===== src/rtl/mem_bus_pkg.sv =====
// Shared definitions for the memory access controller.
//   DEFAULT_DATA_WIDTH / DEFAULT_ADDR_WIDTH : default bus widths
//   state_e                                 : controller FSM states
//   MODE_READ / MODE_WRITE                  : encoding of mem_mode
package mem_bus_pkg;

    localparam int DEFAULT_DATA_WIDTH = 8;
    localparam int DEFAULT_ADDR_WIDTH = 16;

    typedef enum logic [1:0] {
        ST_IDLE   = 2'd0,
        ST_ADDR   = 2'd1,
        ST_ACCESS = 2'd2,
        ST_RESP   = 2'd3
    } state_e;

    localparam logic MODE_READ  = 1'b1;
    localparam logic MODE_WRITE = 1'b0;

endpackage


===== src/rtl/mem_access_ctrl.sv =====
// Single-request memory access controller.
// Accepts one read/write request at a time from a valid/ready client port,
// walks it through an address-latch phase (ADDR), a one-cycle access phase
// (ACCESS) and a one-cycle completion pulse (RESP).
//
// Ports
//   clk, rst                 : clock, asynchronous active-high reset
//   req_valid/req_ready      : request handshake (ready only while idle)
//   req_write/addr/wdata     : request fields, registered on handshake
//   resp_valid               : one-cycle completion pulse
//   resp_rdata               : last read data, held until next read completes
//   mem_address              : registered request address
//   mem_address_read_enable  : address-latch strobe (ADDR state)
//   mem_enable, mem_mode     : access strobe and direction (1 = read)
//   mem_data_in/mem_data_out : write data to / read data from memory
//
// Optional feature: define MEM_ACCESS_CTRL_ADDR_REUSE_EN to skip the ADDR
// phase when the request address equals the address the memory already
// holds latched.
module mem_access_ctrl
    import mem_bus_pkg::*;
#(
    parameter int DATA_WIDTH = DEFAULT_DATA_WIDTH,
    parameter int ADDR_WIDTH = DEFAULT_ADDR_WIDTH
) (
    input  logic                  clk,
    input  logic                  rst,
    input  logic                  req_valid,
    output logic                  req_ready,
    input  logic                  req_write,
    input  logic [ADDR_WIDTH-1:0] req_addr,
    input  logic [DATA_WIDTH-1:0] req_wdata,
    output logic                  resp_valid,
    output logic [DATA_WIDTH-1:0] resp_rdata,
    output logic [ADDR_WIDTH-1:0] mem_address,
    output logic                  mem_address_read_enable,
    output logic                  mem_enable,
    output logic                  mem_mode,
    output logic [DATA_WIDTH-1:0] mem_data_in,
    input  logic [DATA_WIDTH-1:0] mem_data_out
);

    state_e                state_q, state_d;
    logic [ADDR_WIDTH-1:0] addr_q, addr_d;
    logic                  write_q, write_d;
    logic [DATA_WIDTH-1:0] wdata_q, wdata_d;
    logic [DATA_WIDTH-1:0] rdata_q, rdata_d;
    logic                  addr_hit;

`ifdef MEM_ACCESS_CTRL_ADDR_REUSE_EN
    // Mirror of the address the memory has latched. It is only trusted
    // once an ADDR phase has completed since the last reset.
    logic [ADDR_WIDTH-1:0] last_addr_q, last_addr_d;
    logic                  last_vld_q, last_vld_d;

    always_comb begin
        last_addr_d = last_addr_q;
        last_vld_d  = last_vld_q;
        if (state_q == ST_ADDR) begin
            last_addr_d = addr_q;
            last_vld_d  = 1'b1;
        end
    end

    always_ff @(posedge clk or posedge rst) begin
        if (rst) begin
            last_addr_q <= '0;
            last_vld_q  <= 1'b0;
        end else begin
            last_addr_q <= last_addr_d;
            last_vld_q  <= last_vld_d;
        end
    end

    assign addr_hit = last_vld_q && (req_addr == last_addr_q);
`else
    assign addr_hit = 1'b0;
`endif

    always_comb begin
        state_d = state_q;
        addr_d  = addr_q;
        write_d = write_q;
        wdata_d = wdata_q;
        rdata_d = rdata_q;
        case (state_q)
            ST_IDLE: begin
                if (req_valid) begin
                    addr_d  = req_addr;
                    write_d = req_write;
                    wdata_d = req_wdata;
                    state_d = addr_hit ? ST_ACCESS : ST_ADDR;
                end
            end
            ST_ADDR: state_d = ST_ACCESS;
            ST_ACCESS: begin
                // Memory drives read data during the enable cycle only.
                if (!write_q) rdata_d = mem_data_out;
                state_d = ST_RESP;
            end
            ST_RESP: state_d = ST_IDLE;
            default: state_d = ST_IDLE;
        endcase
    end

    always_ff @(posedge clk or posedge rst) begin
        if (rst) begin
            state_q <= ST_IDLE;
            addr_q  <= '0;
            write_q <= 1'b0;
            wdata_q <= '0;
            rdata_q <= '0;
        end else begin
            state_q <= state_d;
            addr_q  <= addr_d;
            write_q <= write_d;
            wdata_q <= wdata_d;
            rdata_q <= rdata_d;
        end
    end

    // All strobes decode from the state register only.
    assign req_ready               = (state_q == ST_IDLE);
    assign mem_address_read_enable = (state_q == ST_ADDR);
    assign mem_enable              = (state_q == ST_ACCESS);
    assign resp_valid              = (state_q == ST_RESP);
    // Read is the safe idle direction: a write needs mem_enable as well.
    assign mem_mode    = (state_q == ST_ACCESS && write_q) ? MODE_WRITE : MODE_READ;
    assign mem_address = addr_q;
    assign mem_data_in = wdata_q;
    assign resp_rdata  = rdata_q;

endmodule

===== config.mk =====
export PLATFORM = sky130hd
export DESIGN_NAME = mem_access_ctrl
export DESIGN_NICKNAME = d
export VERILOG_FILES = /design/src/rtl/mem_bus_pkg.sv /design/src/rtl/mem_access_ctrl.sv
export SDC_FILE = /design/constraint.sdc
export NUM_CORES = 1
export LEC_CHECK = 0
export CAP_MARGIN = 30
export CORE_AREA = 5 5 67 69
export CTS_CLUSTER_SIZE = 10
export DETAILED_ROUTE_END_ITERATION = 6
export DIE_AREA = 0 0 72 74
export PLACE_DENSITY = 0.79
export SETUP_SLACK_MARGIN = 0.05
export SYNTH_ARGS = -nofsm -noshare
export SYNTH_HDL_FRONTEND = slang
export SYNTH_SLANG_ARGS = --single-unit

===== constraint.sdc =====
create_clock -name clk -period 1.8 [get_ports clk]
set_clock_uncertainty 0.15 [all_clocks]
set_input_delay 0.27 -clock clk [delete_from_list [all_inputs] [get_ports clk]]
set_output_delay 0.27 -clock clk [all_outputs]
set_load 0.01 [all_outputs]

* Word-level counts from Yosys, hierarchy flattened
Cells that the tools add are included.
** Operators by class
- Equality and inequality tests :: 4
- Multiplexer cells :: 3
- Bitwise logic cells :: 1
- Reductions and logical operators :: 4
** Operator list (count)
- 2-bit one-hot mux with 4 select lines :: 1
- 2-bit equality test (second input constant) :: 2
- 2-bit AND reduction :: 2
- 2-bit by 1-bit equality test with 1-bit output (second input constant) :: 1
- 2-bit zero test :: 1
- 2-bit two-way mux :: 1
- 2-bit != test (second input constant) :: 1
- 1-bit logical AND :: 1
- 1-bit two-way mux :: 1
- 1-bit NOT :: 1
** Word-level totals
- Flip-flop bits (word level) :: 35
- Input port bits :: 36
- Output and inout bits :: 37
- Logic and storage cells :: 17

* Logic depth before layout (Yosys ltp)
- Depth after elaboration :: 3
- Gate-level depth with buffers :: 5
- Gate-level depth less buffers :: 4

* Worst setup path after synthesis
OpenSTA, ideal clock, no wires.
- Path kind :: reg-to-reg
- From :: register state_q[0]
- To :: register rdata_q[0], in the netlist resp_rdata[0]
- Library setup time :: 125 ps
- Data arrival time :: 1290 ps
- Setup slack :: 235 ps
- Stages on the path, launching flop included :: 6
- Buffers on the path :: 1
- Clock period less this slack :: 1565 ps
- Cells stage by stage :: dfrtp_1 > inv_1 > ha_1 > nor2b_1 > buf_2 > mux2_2
** Between the ends
- Word-level cells in the longest chain between the ends :: 2
** RTL lines
- from (decl) :: RTL line mem_access_ctrl.sv:43 : state_e state_q, state_d;
- from (signal assigned) :: RTL line mem_access_ctrl.sv:114 : state_q <= state_d;
- 2-bit equality test :: RTL line mem_access_ctrl.sv:86 : case (state_q)
- 2-bit AND reduction (no line)
- to (signal assigned) :: RTL line mem_access_ctrl.sv:118 : rdata_q <= rdata_d;
- to (decl) :: RTL line mem_access_ctrl.sv:47 : logic [DATA_WIDTH-1:0] rdata_q, rdata_d;
No other way between the ends.
A chain may end at the register's enable or synchronous reset.

* Worst setup path in the final report
- From :: register state_q[0]
- To :: output mem_address_read_enable
** Between the ends
- Word-level cells in the longest chain between the ends :: 1
** RTL lines
- 2-bit by 1-bit equality test with 1-bit output :: RTL line mem_access_ctrl.sv:124 : assign mem_address_read_enable = (state_q == ST_ADDR);
- to (decl) :: RTL line mem_access_ctrl.sv:36 : output logic mem_address_read_enable,
No other way between the ends.

==> reports/metrics.cfg <==
[detailed_routing]
drt_iter0_drc = 18
vias = 980
wirelength_um = 3500
wl_per_cell_um = 16.1
antenna_left = 0
firstDrtPassIters = 3
remaining_drc_errors = 0
vias_per_cell = 4.50

[final_layout]
fin_util_pct = 60.4
antenna_cells = 0
areaGrowthSynthToFinish_pct = 65.2
layout-drive-gt1-share_pct = 30.4
layout_commonest_cell = clkdlybuf4s50_1
layout.nets = 209
final_cell_mix = clkdlybuf4s50_1, mux2_2, dfrtp_1
fin_cells = 218

[power]
vdd_ir_drop_max_mv = 0.818
cellPowerDensity_mw_per_mm2 = 1770
swShare_pct = 29.6
clock_power_share_pct = 17.4
p_int_mw = 2.89
p_seq_share_pct = 34.5
leakage_nw = 1.00
switching_power_mw = 1.22
pwr-share-comb_pct = 48.1

[sta]
tightest_slew_ns = 0.427
drv_slew = 0
finalCritPeriodShare_pct = 91.8
setup_violations = 0
finalSetupTns_ns = 0
max-slew-margin-rel_pct = 71.6
fmax_ghz = 0.605
fin_crit_ns = 1.65
final-hold-violation-count = 0
rsz0062_at_grt = no

[clock_network]
cts_tree = yes
clk_latency_ns = 0.28
clock_sinks = 35
cts-root-buf = clkbuf_8
hold_buffers = 0
numCtsBuffers = 5
clock_path_buffers = 2
ctsHtreeMaxLevel = 2
cts.clk_slew.worst_paths_ns = 0.07

[worst_setup_path]
crit_path_cell_trace = buf_4 > ha_1 > clkdlybuf4s15_1
cpPeakStageDelay_ns = 0.39
worst_setup_path_end_kind = output port
rrSetupSlack_ns = 0.20
required_ns = 1.38
crit_fanout = 2
cp.arrival_ns = 1.23
critPathKind = register to output port
cp-start-kind = register
cp-startpoint = state_q[0]$_DFFE_PP0P_
r2r-start = state_q[1]$_DFFE_PP0P_
path_delay_family = flip-flops
critPathBufInv = 2
critPathSlowestCell = dfrtp_1

[grt]
busiest_layer = met2
grt_pass1_wl_um = 5610
grt_max_degree = 36
antenna_found_initial = 0
grtUsageMet1_pct = 14.1
first_global_vias = 1135
grt-ovfl-total = 0
track_usage_pct = 14.1
grt_use_met3_pct = 4.73
met2_usage_pct = 26.1

[place]
dpl.hpwl_um = 2790
numPortBuffers = 72
gp_congestion = 0.789
place_inst = 209

[die]
die-height_um = 74
core_area_mm2 = 0.00386
num_rows = 23
start_util_pct = 36.5
die_width_um = 72
die_area_mm2 = 0.00533
pin_count = 73

[synthesis]
netlist_area_mm2 = 0.00141
ys_seq_area_share_pct = 62.2
ys_warn_count = 0
synth_area_leader_cell = dfrtp_1
ys_types = 12
synth-seq-cells = 35
syn_nets = 129
synth_cells = 87
yosysTopAreaCellShare_pct = 62.2
synth_area_leaders = dfrtp_1, mux2_2, ha_1
syn_area_per_cell_um2 = 16.2

[worst_hold_path]
hp-class = primary input to asynchronous set/reset pin

[flow_run]
maxCapViolCount = 0

[outcome]
outcome = complete, no violations

synth_stat cells:
cell type   n
buf_2       1
buf_6       2
dfrtp_1    35
ha_1        6
inv_1       3
mux2_2     34
mux2i_1     1
nand2_1     1
nand2_2     1
nand2b_1    1
nor2_1      1
nor2b_1     1
worst reg2reg max path, stage by stage (launching register included):
cell     delay (ns)
dfrtp_2        0.42
inv_2          0.07
ha_1           0.20
nand2_2        0.10
buf_12         0.18
mux2_2         0.36
through the flow:
step | hold slack [ns] | total power, mW | setup slack (ns) | cell area, um^2
2_1_floorplan | 0.270 | 2.32 | 0.235 | 1410
3_3_place_gp | 0.337 | 3.33 | 0.115 | 2200
3_5_place_dp | 0.344 | 3.45 | 0.0750 | 2200
4_1_cts | 0.249 | 4.17 | 0.0906 | 2320
5_1_grt | 0.296 | 4.37 | 0.0589 | 2330
6_report | 0.240 | 4.11 | 0.148 | 2330
final cells by class:
type	instances	area (um^2)
Tap cell	50	62.6
Sequential cell	35	877
Fill cell	313	1530
Inverter	3	11.3
Clock inverter	2	35.0
Timing Repair Buffer	76	762
Multi-Input combinational cell	46	497
Clock buffer	6	82.6
state kept, by name, summed over array words and instances, names as in the netlist:
register and cells:
mem_address 16, mem_data_in 8, resp_rdata 8, write_q 1, state_q 2
power by group through the flow:
stage               Clock, mW  Sequential, mW  Combinational, mW
global placement            0            1.39               1.94
CTS                     0.738            1.42               2.01
floorplan                   0            1.58              0.737
detailed placement          0            1.44               2.01
finish                  0.715            1.42               1.98
global route            0.775            1.47               2.12
worst paths after layout:
kind / end / depth (start not counted)
setup / recovery: mem_address_read_enable / 3
hold / removal: mem_address[1]$_DFFE_PP0P_ / 3
setup reg to reg: mem_address[3]$_DFFE_PP0P_ / 5
hold reg to reg: resp_rdata[0]$_DFFE_PP0P_ / 1
max in group asynchronous: state_q[1]$_DFFE_PP0P_ / 3
min in group clk: resp_rdata[0]$_DFFE_PP0P_ / 1
routing by layer:
metal	share of wire, %	wire [um]
met5	0	0
met4	3.9	137
met3	6.4	223
met2	56	1950
met1	34	1190
kinds of logic (layout without fill, tap and decap cells):
family / count (synthesis) / in the layout / synth area share [%]
multiplexers: 35 / 35 / 27.9
AND/OR/NAND/NOR: 5 / 5 / 1.87
adder cells (fa/ha/maj): 6 / 6 / 5.33
flip-flops: 35 / 35 / 62.2
buffers and inverters: 6 / 87 / 2.75
what timing repair did:
item                       CTS  global route
setup buffers                1             0
gates resized for setup      8             5
setup endpoints to repair    5             4
Note: power is estimated with default switching activity, not from simulation.
